<file path="config.mk">
export PLATFORM = sky130hd
export DESIGN_NAME = direction_button_ctrl
export DESIGN_NICKNAME = d
export VERILOG_FILES = /design/src/rtl/direction_button_ctrl_pkg.sv /design/src/rtl/direction_button_ctrl_sync_ff_chain.sv /design/src/rtl/direction_button_ctrl.sv
export SDC_FILE = /design/constraint.sdc
export NUM_CORES = 1
export LEC_CHECK = 0
export CAP_MARGIN = 30
export CORE_AREA = 2 2 39 41
export DETAILED_ROUTE_END_ITERATION = 7
export DIE_AREA = 0 0 41 43
export GPL_ROUTABILITY_DRIVEN = 0
export GPL_TIMING_DRIVEN = 0
export PLACE_DENSITY_LB_ADDON = 0.25
export SYNTH_ARGS = -nofsm -noshare
export SYNTH_HDL_FRONTEND = slang
export SYNTH_SLANG_ARGS = --single-unit
export TNS_END_PERCENT = 5
</file>
<file path="constraint.sdc">
create_clock -name clk -period 3.35 [get_ports clk]
set_clock_uncertainty 0.2 [all_clocks]
set_input_delay 0.67 -clock clk [delete_from_list [all_inputs] [get_ports clk]]
set_output_delay 0.67 -clock clk [all_outputs]
set_load 0.01 [all_outputs]
</file>
<file path="src/rtl/direction_button_ctrl_pkg.sv">
`default_nettype none
// ============================================================================
// Module      : dir_ctrl_pkg
// Description : Shared types and constants for the direction button
//               controller and the odd up/down counter it feeds.
// Revision    : 1.0 - initial release
// ============================================================================
package dir_ctrl_pkg;

  // Debounce FSM states; every 2-bit code is named so no encoding is left over.
  typedef enum logic [1:0] {
    IDLE         = 2'd0,
    PRESS_WAIT   = 2'd1,
    PRESSED      = 2'd2,
    RELEASE_WAIT = 2'd3
  } state_t;

  // Direction levels understood by the counter.
  localparam logic Y_UP   = 1'b1;
  localparam logic Y_DOWN = 1'b0;

endpackage
`default_nettype wire

</file>
<file path="src/rtl/direction_button_ctrl_sync_ff_chain.sv">
`default_nettype none
// ============================================================================
// Module      : sync_ff_chain
// Description : Plain flip-flop synchroniser for one asynchronous input.
//               The first stage may go metastable; later stages give it time
//               to settle before q is used by synchronous logic.
// Revision    : 1.0 - initial release
// ============================================================================
module sync_ff_chain #(
  parameter int STAGES = 2
) (
  input  logic clk,
  input  logic reset,
  input  logic d,
  output logic q
);

  logic [STAGES-1:0] r_sync;

  // Shift the asynchronous input through the chain; bit 0 samples d.
  always_ff @(posedge clk or negedge reset) begin
    if (!reset) begin
      r_sync <= '0;
    end else begin
      r_sync <= {r_sync[STAGES-2:0], d};
    end
  end

  assign q = r_sync[STAGES-1];

endmodule
`default_nettype wire

</file>
<file path="src/rtl/direction_button_ctrl.sv">
`default_nettype none
// ============================================================================
// Module      : direction_button_ctrl
// Description : Turns a bouncy asynchronous push-button into a clean
//               direction level Y for the up/down counter. The button is
//               synchronised, debounced by a 4-state FSM, and Y toggles once
//               per accepted press. Also provides a one-cycle press pulse and
//               the debounced button level.
// Revision    : 1.0 - initial release
// ============================================================================
module direction_button_ctrl
  import dir_ctrl_pkg::*;
#(
  parameter int   DEBOUNCE_CYCLES = 4,
  parameter int   SYNC_STAGES     = 2,
  parameter logic Y_RESET         = Y_UP
) (
  input  logic clk,
  input  logic reset,
  input  logic btn_raw,
  output logic Y,
  output logic press_pulse,
  output logic btn_db
);

  // Counter sized to hold DEBOUNCE_CYCLES; it only ever counts up to
  // DEBOUNCE_CYCLES-1 before the FSM leaves the wait state.
  localparam int                c_cnt_w    = $clog2(DEBOUNCE_CYCLES + 1);
  localparam logic [c_cnt_w-1:0] c_cnt_last = c_cnt_w'(DEBOUNCE_CYCLES - 1);
  localparam logic [c_cnt_w-1:0] c_cnt_one  = c_cnt_w'(1);
  localparam logic [c_cnt_w-1:0] c_cnt_max  = '1;

  logic               w_btn_s;

  state_t             r_state;
  logic [c_cnt_w-1:0] r_cnt;
  logic               r_y;
  logic               r_press_pulse;
  logic               r_btn_db;

  state_t             w_state_nxt;
  logic [c_cnt_w-1:0] w_cnt_nxt;
  logic [c_cnt_w-1:0] w_cnt_inc;
  logic               w_y_nxt;
  logic               w_pulse_nxt;
  logic               w_db_nxt;

  sync_ff_chain #(
    .STAGES (SYNC_STAGES)
  ) u_btn_sync (
    .clk   (clk),
    .reset (reset),
    .d     (btn_raw),
    .q     (w_btn_s)
  );

  // Saturating increment: the count can never wrap back into a short window.
  assign w_cnt_inc = (r_cnt == c_cnt_max) ? r_cnt : (r_cnt + c_cnt_one);

  // Next-state, counter and output decode for the debounce FSM.
  always_comb begin
    w_state_nxt = r_state;
    w_cnt_nxt   = r_cnt;
    w_y_nxt     = r_y;
    w_pulse_nxt = 1'b0;
    w_db_nxt    = r_btn_db;

    case (r_state)
      IDLE: begin
        if (w_btn_s) begin
          w_state_nxt = PRESS_WAIT;
          w_cnt_nxt   = c_cnt_one;
        end else begin
          w_cnt_nxt   = '0;
        end
      end

      PRESS_WAIT: begin
        if (!w_btn_s) begin
          // Glitch: fall back without touching any output.
          w_state_nxt = IDLE;
          w_cnt_nxt   = '0;
        end else if (r_cnt >= c_cnt_last) begin
          // Press accepted: the only place Y is allowed to change.
          w_state_nxt = PRESSED;
          w_cnt_nxt   = '0;
          w_y_nxt     = ~r_y;
          w_pulse_nxt = 1'b1;
          w_db_nxt    = 1'b1;
        end else begin
          w_cnt_nxt   = w_cnt_inc;
        end
      end

      PRESSED: begin
        if (!w_btn_s) begin
          w_state_nxt = RELEASE_WAIT;
          w_cnt_nxt   = c_cnt_one;
        end else begin
          w_cnt_nxt   = '0;
        end
      end

      RELEASE_WAIT: begin
        if (w_btn_s) begin
          // Release bounce: still held, no new press is generated.
          w_state_nxt = PRESSED;
          w_cnt_nxt   = '0;
        end else if (r_cnt >= c_cnt_last) begin
          w_state_nxt = IDLE;
          w_cnt_nxt   = '0;
          w_db_nxt    = 1'b0;
        end else begin
          w_cnt_nxt   = w_cnt_inc;
        end
      end

      default: begin
        w_state_nxt = IDLE;
        w_cnt_nxt   = '0;
      end
    endcase
  end

  // State, counter and registered outputs; reset drops any pending toggle.
  always_ff @(posedge clk or negedge reset) begin
    if (!reset) begin
      r_state       <= IDLE;
      r_cnt         <= '0;
      r_y           <= Y_RESET;
      r_press_pulse <= 1'b0;
      r_btn_db      <= 1'b0;
    end else begin
      r_state       <= w_state_nxt;
      r_cnt         <= w_cnt_nxt;
      r_y           <= w_y_nxt;
      r_press_pulse <= w_pulse_nxt;
      r_btn_db      <= w_db_nxt;
    end
  end

  assign Y           = r_y;
  assign press_pulse = r_press_pulse;
  assign btn_db      = r_btn_db;

endmodule
`default_nettype wire

</file>
Yosys cells after proc, flatten, opt, wreduce, memory -nomap -nowiden
Cells that the tools add are included.

word-level totals
  register bits = 10
  logic and storage cells = 48
  bits of input ports = 3

operators by class
  magnitude comparators = 1
  equal/unequal tests = 12
  reductions and logical operators = 5
  $add $sub $neg = 1
  bitwise operators = 1
  mux-type cells = 22

operator list
  kind                                                                count
  2-to-1 mux 2 bit                                                    6
  2-to-1 mux 3 bit                                                    4
  case mux 3 bit (4 select lines)                                     1
  2-to-1 mux 1 bit                                                    9
  != test 2 bit (second input constant)                               4
  case mux 2 bit (4 select lines)                                     1
  AND reduction 5 bit                                                 1
  == test 2 bit (second input constant)                               2
  != test 2 x 1 -> 1 bit (second input constant)                      2
  AND reduction 4 bit                                                 1
  adder 3 x 1 -> 3 bit (second input constant)                        1
  == test 3 bit (second input constant)                               1
  greater-or-equal comparator 3 x 2 -> 1 bit (second input constant)  1
  != test 3 x 2 -> 1 bit (second input constant)                      1
  != test 3 bit (second input constant)                               1
  AND reduction 3 bit                                                 1
  == test 2 x 1 -> 1 bit (second input constant)                      1
  logical NOT 2 bit                                                   1
  case mux 1 bit (2 select lines)                                     1
  nonzero test 2 bit                                                  1
  NOT 1 bit                                                           1

Longest topological paths before layout
Gate-level depths: netlist (run 1).

  depth after elaboration = 5
  depth in mapped cells = 4
  gate-level depth less buffers = 4

Hierarchy
Synthesis (run 1) repeated with hierarchy kept, for this count alone.

unflattened totals
  cells, all modules = 26
  area total of the unflattened synthesis = 369.1 sq um

by module, submodules not included
  module                 area each (sq um)  times used  cells an instance
  direction_button_ctrl  319.1              1           24
  sync_ff_chain          50.0               1           2

Least setup slack after synthesis (run 1)
OpenSTA, ideal clock, no wires.

  path kind = register to register
  from = register r_cnt[0]
  to = register r_btn_db, in the netlist btn_db
  data arrival time = 1308 ps
  setup time = 124 ps
  cell stages (with the launch flop) = 5
  path buffers = 0
  setup slack = 1718 ps
  data required time = 3026 ps
  cells stage by stage = dfrtp_1 -> ha_1 -> a211o_1 -> and4b_4 -> a211o_1

on the way
  word-level cells in the longest chain between the ends = 3
  elaborated cells on any way between the ends = 4
  classes of those cells = order compare: 1; eq/ne: 2; reduce/logical: 1

ends and longest elaborated chain
  what                                          RTL line                                                   source
  start, declared                               direction_button_ctrl.sv:36                                logic [c_cnt_w-1:0] r_cnt;
  start signal, assigned                        direction_button_ctrl.sv:135                               r_cnt <= w_cnt_nxt;
  greater-or-equal comparator 3 x 2 -> 1 bit *  direction_button_ctrl.sv:83, direction_button_ctrl.sv:109
  != test 2 bit (no source line)                n/a
  AND reduction 5 bit (no source line) *        n/a
  end signal, assigned                          direction_button_ctrl.sv:138                               r_btn_db <= w_db_nxt;
  end, declared                                 direction_button_ctrl.sv:39                                logic r_btn_db;

Mark *: on every way between the ends. The rest lies on a longest branch, timed or not.
A chain may end at the register's enable or synchronous reset.

Final worst setup path (run 1)
  from = register r_y, in the netlist Y
  to = output Y

RTL lines
  what                    RTL line                      source
  start, declared         direction_button_ctrl.sv:37   logic r_y;
  start signal, assigned  direction_button_ctrl.sv:136  r_y <= w_y_nxt;
  end, declared           direction_button_ctrl.sv:21   output logic Y,

No word-level cell between the ends.

==> results of run 1 <==
-- through the flow --
stage,power (uW),worst slack (ps)
after floorplan,246,1720
after global placement,284,1430
after detailed placement,288,1440
after CTS,395,1140
after global routing,416,1120
final,389,1160
-- kinds of logic (layout without fill, tap and decap cells) --
| group | Yosys count | count (layout) | synth area share, % |
|---|---|---|---|
| buf+inv | 0 | 9 | 0 |
| fa+ha+maj | 1 | 1 | 3.37 |
| simple gates | 7 | 7 | 12.8 |
| compound gates | 4 | 4 | 7.41 |
| other cells | 1 | 1 | 1.01 |
| xor+xnor | 2 | 2 | 4.71 |
| mux | 1 | 1 | 3.03 |
| flops | 10 | 10 | 67.7 |
-- worst reg2reg max path, delay by kind of cell, from the launching register on --
kind,cells,cell delay (ps)
compound gates,2,550
flops,1,390
simple gates,1,240
fa+ha+maj,1,210
-- sequential cells by signal (all words and copies together) (netlist names), named ones only --
register / cells
btn_db: 1
press_pulse: 1
r_state: 1
r_cnt: 3
u_btn_sync.r_sync: 2
Y: 1
-- cells in the final DEF, fill, tap and decap left out, types with 2 or more instances in the layout --
master / instances
sky130_fd_sc_hd__dfrtp_1: 9
sky130_fd_sc_hd__a211o_1: 2
sky130_fd_sc_hd__clkbuf_4: 3
sky130_fd_sc_hd__a21oi_1: 2
sky130_fd_sc_hd__nand2_1: 2
sky130_fd_sc_hd__clkdlybuf4s50_1: 5
-- worst min path at each step --
stage / startpoint / to / slack [ps] / depth (start not counted)
final: u_btn_sync.r_sync[0] / u_btn_sync.r_sync[1] / 160 / 0
after global routing: u_btn_sync.r_sync[0] / u_btn_sync.r_sync[1] / 180 / 0
after CTS: u_btn_sync.r_sync[0] / u_btn_sync.r_sync[1] / 160 / 0
after detailed placement: u_btn_sync.r_sync[0] / u_btn_sync.r_sync[1] / 140 / 0
after global placement: u_btn_sync.r_sync[0] / u_btn_sync.r_sync[1] / 150 / 0
after floorplan: u_btn_sync.r_sync[0] / u_btn_sync.r_sync[1] / 130 / 0
-- layout make-up --
cell class              count  share of cell area (%)
well taps                  16                    4.19
repair buffers              5                    10.5
clock buffers               4                    7.59
flip-flops and latches     10                    52.6
multi-input cells          16                    25.1
-- power by group --
group          internal, uW  switching [uW]  leakage (uW)
logic                  57.7            37.6     0.0000701
registers               159            28.8      0.000119
clock network          65.9            39.2     0.0000210
total                   283             106      0.000210
-- routing by layer --
layer | vias up | share of wire [%]
li1 | 107 | -
met1 | 107 | 43
met2 | 2 | 55
met3 | 0 | 1.4
met4 | 0 | 0
met5 | - | 0
==> out/results.md, run 1 <==
| Parameter | Reported | Unit |
|---|---|---|
| Result of the run | finished, final reports clean | - |
| Root buffer cell | sky130_fd_sc_hd__clkbuf_4 | - |
| Number of antenna diodes | 0 | - |
| Vias in the first global route | 211 | - |
| Worst Path Required | 2480 | ps |
| Mapped cell area | 372 | sq um |
| Worst Path Max Fanout | 2 | - |
| CP max-delay cell | sky130_fd_sc_hd__dfstp_2 | - |
| Fin Setup TNS | 0 | ps |
| Number of standard cells in the final layout excluding fillers | 51 | - |
| Global-route layer with the greatest usage | met2 | - |
| DRC violation count after routing | 0 | - |
| Maximum resistive drop on vdd | 0.347 | mV |
| Post-CTS Setup Inserts | 0 | - |
| Remaining number of nets flagged by the antenna check after routing | 0 | - |
| Rows | 14 | - |
| Die width | 41 | microns |
| Critical Path End | Y | - |
| Total of buffers placed on input and output ports | 5 | - |
| Number of logic stages on the critical path including buffering | 1 | - |
| Yosys top cell by area | sky130_fd_sc_hd__dfrtp_1 | - |
| Number of detailed-routing iterations run before antenna repair | 4 | - |
| Relative area change from synthesis to final layout | 28.6 | % |
| Global route total overflow | 0 | - |
| Footprint of the multi-input gates | 120 | sq um |
| Initial standard-cell utilization of the core | 26.9 | % |
| End-of-flow core utilization | 34.5 | % |
| Clock transition at the registers of the reported paths | 60 | ps |
| CP Capture Type | primary output | - |
| Pin count of the biggest net entering global routing | 11 | - |
| Max-slew violation count | 0 | - |
| Number of clock sinks seen by CTS | 10 | - |
| Per-cell via count in the routed design | 4.24 | - |
| Die footprint | 1760 | sq um |
| Clock latency on the worst-skew pair | 260 | ps |
| CTS tree | yes | - |
| Placement-stage cell area | 442 | sq um |
| Setup Crit Path Kind | reg -> out | - |
| Fill cell total of the finished layout | 134 | - |
| Cells taking the most area after synthesis | sky130_fd_sc_hd__dfrtp_1, sky130_fd_sc_hd__dfstp_2, sky130_fd_sc_hd__a211o_1 | - |
| Initial antenna violation count | 0 | - |
| Final nets | 40 | - |
| Floorplan core area | 1380 | sq um |
| Hold Slack | 163 | ps |
| Via count | 216 | - |
| Cts-stage hold buffer count | 0 | - |
| Number of cells traversed by the worst register-to-register path | 4 | - |
| Endpoints failing setup | 0 | - |
| Setup repair after global routing missed its margin | false | - |
| Share of the clock period used by the worst path | 65.4 | % |
| Post-Syn Area per Cell | 14.3 | sq um |
| Register-to-Register Setup Slack | 1640 | ps |
| Iter 0 DRT Violations | 5 | - |
| Share of the yosys chip area belonging to registers | 67.7 | % |
| Clock buffer count from CTS | 3 | - |
| Synth Net Count | 30 | - |
| Footprint of the flip-flops and latches | 251 | sq um |
| R2r endpoint | btn_db | - |
| Die Ht | 43 | microns |
| Max H-tree Level | 1 | - |
| Leakage power | 0.000210 | uW |
| Number of resized instances in the post-cts repair step | 0 | - |
| Critical path, cell by cell | clkdlybuf4s50_1 | - |
| Final worst path period need | 2190 | ps |
| Routed length per placed instance | 9.57 | microns |
| Slowest Stage Delay on Critical Path | 530 | ps |
| Worst Setup Start Kind | flip-flop | - |
| Dpl cells | 47 | - |
| Cell with the most instances after synthesis | sky130_fd_sc_hd__dfrtp_1 | - |
| Kind of cell with the highest combined delay on the critical path | flip-flops | - |
| Share of synthesized registers carrying an async set or reset | 100 | % |
| Origin of the worst setup path | Y | - |
| Total non-filler cell area in the finished layout | 478 | sq um |
| Layout cells sized above 1 | 22.9 | % |
| Wire length of the first global-routing pass | 876 | microns |
| Most used DFF post-synth | sky130_fd_sc_hd__dfrtp_1 | - |
| Yosys top cell area share | 60.6 | % |
| Cell types with the highest counts after synthesis | sky130_fd_sc_hd__dfrtp_1, sky130_fd_sc_hd__a211o_1, sky130_fd_sc_hd__a21oi_1, sky130_fd_sc_hd__nand2_1 | - |
| Number of I/O pins | 6 | - |
| Detailed placement HPWL | 372 | microns |
| Clock Tree Buf Depth | 2 | - |
| Total GRT Usage | 8.16 | % |
| Tightest Hold Check Type | reg -> reg | - |
| Critical path buffer and inverter count | 1 | - |
| Syn Inst Count | 26 | - |
| Synthesis Warnings | 0 | - |
| Max-cap violations | 0 | - |
| Launch point of the worst reg-to-reg path | r_cnt[0] | - |
| Hold violation total from the final report | 0 | - |
| Total wire length after detailed routing | 488 | microns |
| Met1 layer usage reported by global route | 9.15 | % |
| Yosys reg bits | 10 | - |
| Peak clock frequency supported by timing | 456 | MHz |
| Unique masters post-synth | 15 | - |
| Pwr per Cell Area | 813 | nW/um^2 |
| Met3 Use GR | 4.71 | % |
| Count of flip-flops with a built-in enable after synthesis | 0 | - |
| Crit path arrival time | 1320 | ps |
| Met2 Track Usage GR | 10.0 | % |
Note: power is estimated with default switching activity, not from simulation.
==> inputs of run 2 (changes only) <==
==> constraint.sdc (replaced) <==
create_clock -name clk -period 1.79 [get_ports clk]
set_clock_uncertainty 0.2 [all_clocks]
set_input_delay 0.358 -clock clk [delete_from_list [all_inputs] [get_ports clk]]
set_output_delay 0.358 -clock clk [all_outputs]
set_load 0.01 [all_outputs]
==> out/results.md, run 2 (synthesis results as in run 1) <==
| Parameter | Reported | Unit |
|---|---|---|
| Remaining number of nets flagged by the antenna check after routing | 0 | - |
| Layout cells sized above 1 | 22.9 | % |
| Die footprint | 1760 | sq um |
| Post-CTS Setup Inserts | 0 | - |
| Number of clock sinks seen by CTS | 10 | - |
| Detailed placement HPWL | 372 | microns |
| Via count | 216 | - |
| Global route total overflow | 0 | - |
| Pin count of the biggest net entering global routing | 11 | - |
| Number of I/O pins | 6 | - |
| Relative area change from synthesis to final layout | 28.3 | % |
| Die Ht | 43 | microns |
| Final worst path period need | 1730 | ps |
| Routed length per placed instance | 9.59 | microns |
| Max-slew violation count | 0 | - |
| Max FFs per register | 3 | - |
| Footprint of the multi-input gates | 120 | sq um |
| Floorplan core area | 1380 | sq um |
| Final nets | 40 | - |
| Hold violation total from the final report | 0 | - |
| Number of cells traversed by the worst register-to-register path | 4 | - |
| Total GRT Usage | 8.16 | % |
| Endpoints failing setup | 0 | - |
| Share of the clock period used by the worst path | 96.5 | % |
| Setup repair after global routing missed its margin | false | - |
| Number of antenna diodes | 0 | - |
| Leakage power | 0.000211 | uW |
| Most frequent cells in the layout | sky130_fd_sc_hd__dfrtp_1, sky130_fd_sc_hd__clkdlybuf4s50_1, sky130_fd_sc_hd__clkbuf_4 | - |
| Number of logic stages on the critical path including buffering | 1 | - |
| Pwr per Cell Area | 1510 | nW/um^2 |
| Vias in the first global route | 211 | - |
| Max H-tree Level | 1 | - |
| Clock latency on the worst-skew pair | 260 | ps |
| Setup Crit Path Kind | reg -> out | - |
| Initial antenna violation count | 0 | - |
| Number of standard cells in the final layout excluding fillers | 51 | - |
| Total wire length after detailed routing | 489 | microns |
| Kind of cell with the highest combined delay on the critical path | buffers and inverters | - |
| Worst Path Max Fanout | 3 | - |
| Hold Slack | 163 | ps |
| Largest registers in the final layout | r_cnt (3), u_btn_sync.r_sync (2) | - |
| CP Capture Type | primary output | - |
| CTS tree | yes | - |
| Iter 0 DRT Violations | 5 | - |
| Commonest non-fill, non-tap cell in the layout | sky130_fd_sc_hd__dfrtp_1 | - |
| Die width | 41 | microns |
| Slowest Stage Delay on Critical Path | 540 | ps |
| Worst Setup Start Kind | flip-flop | - |
| Dpl cells | 47 | - |
| Tightest Hold Check Type | reg -> reg | - |
| Peak clock frequency supported by timing | 579 | MHz |
| Largest Register | r_cnt | - |
| Fin Setup TNS | 0 | ps |
| Footprint of the flip-flops and latches | 251 | sq um |
| Max-cap violations | 0 | - |
| Wire length of the first global-routing pass | 876 | microns |
| Per-cell via count in the routed design | 4.24 | - |
| Root buffer cell | sky130_fd_sc_hd__clkbuf_4 | - |
| Total of buffers placed on input and output ports | 5 | - |
| CP max-delay cell | sky130_fd_sc_hd__clkdlybuf4s50_1 | - |
| Maximum resistive drop on vdd | 0.619 | mV |
| Result of the run | finished, final reports clean | - |
| Clock buffer count from CTS | 3 | - |
| Worst Path Required | 1230 | ps |
| Rows | 14 | - |
| Worst hold path depth | 0 | - |
| Power Total | 718 | uW |
| DRC violation count after routing | 0 | - |
| Placement-stage cell area | 442 | sq um |
| Initial standard-cell utilization of the core | 26.9 | % |
| Crit path arrival time | 1170 | ps |
| Clock transition at the registers of the reported paths | 60 | ps |
| Total non-filler cell area in the finished layout | 477 | sq um |
| Critical path, cell by cell | clkdlybuf4s50_1 | - |
| Fill cell total of the finished layout | 135 | - |
| Clock Tree Buf Depth | 2 | - |
| Number of detailed-routing iterations run before antenna repair | 4 | - |
| Critical path buffer and inverter count | 1 | - |
[run 2: changes by cell type in the layout (fill, tap and decap cells not counted), sizes merged]
cell,before,now
dlygate4sd2,0,1
clkdlybuf4s50,5,4
[run 2: report_power, final]
| part | total (uW) | switching, uW | internal (uW) |
|---|---|---|---|
| clock network | 196 | 72.5 | 123 |
| logic | 170 | 70.3 | 99.8 |
| registers | 352 | 53.5 | 298 |
[run 2: layout make-up]
cell class,instances,share of cell area [%]
Sequential cell,10,52.8
Multi-Input combinational cell,16,25.2
Timing Repair Buffer,5,10.2
Clock buffer,4,7.61
Tap cell,16,4.20
[run 2: path summary, 6_finish.rpt]
path / slack (ps) / start / endpoint
worst max register to register: 80 / r_cnt[0] / btn_db
worst min register to register: 160 / u_btn_sync.r_sync[0] / u_btn_sync.r_sync[1]
worst max-delay path: 60 / btn_db / btn_db
max in group asynchronous: 860 / reset / Y
min in group asynchronous: 200 / reset / btn_db
worst min-delay path: 160 / u_btn_sync.r_sync[0] / u_btn_sync.r_sync[1]
[run 2: timing repair]
| action | CTS | global route |
|---|---|---|
| hold buffers | 0 | 0 |
| gates resized for setup | 1 | 0 |
| setup endpoints to repair | 1 | 0 |
[run 2: routing by layer]
layer / share of wire (%) / track usage (%) / vias to the layer above
li1: - / - / 107
met1: 43 / 9.15 / 107
met2: 55 / 10.0 / 2
met3: 1.4 / 4.71 / 0
met4: 0 / 8.00 / 0
met5: 0 / 0 / -
[run 2: stage by stage]
step | setup WS, ps | utilization [%]
after floorplan | 158 | -
after global placement | 113 | 31.9
after detailed placement | 80.7 | 31.9
after CTS | 42.4 | 34.4
after global routing | 14.6 | 34.4
final | 63.1 | 34.4
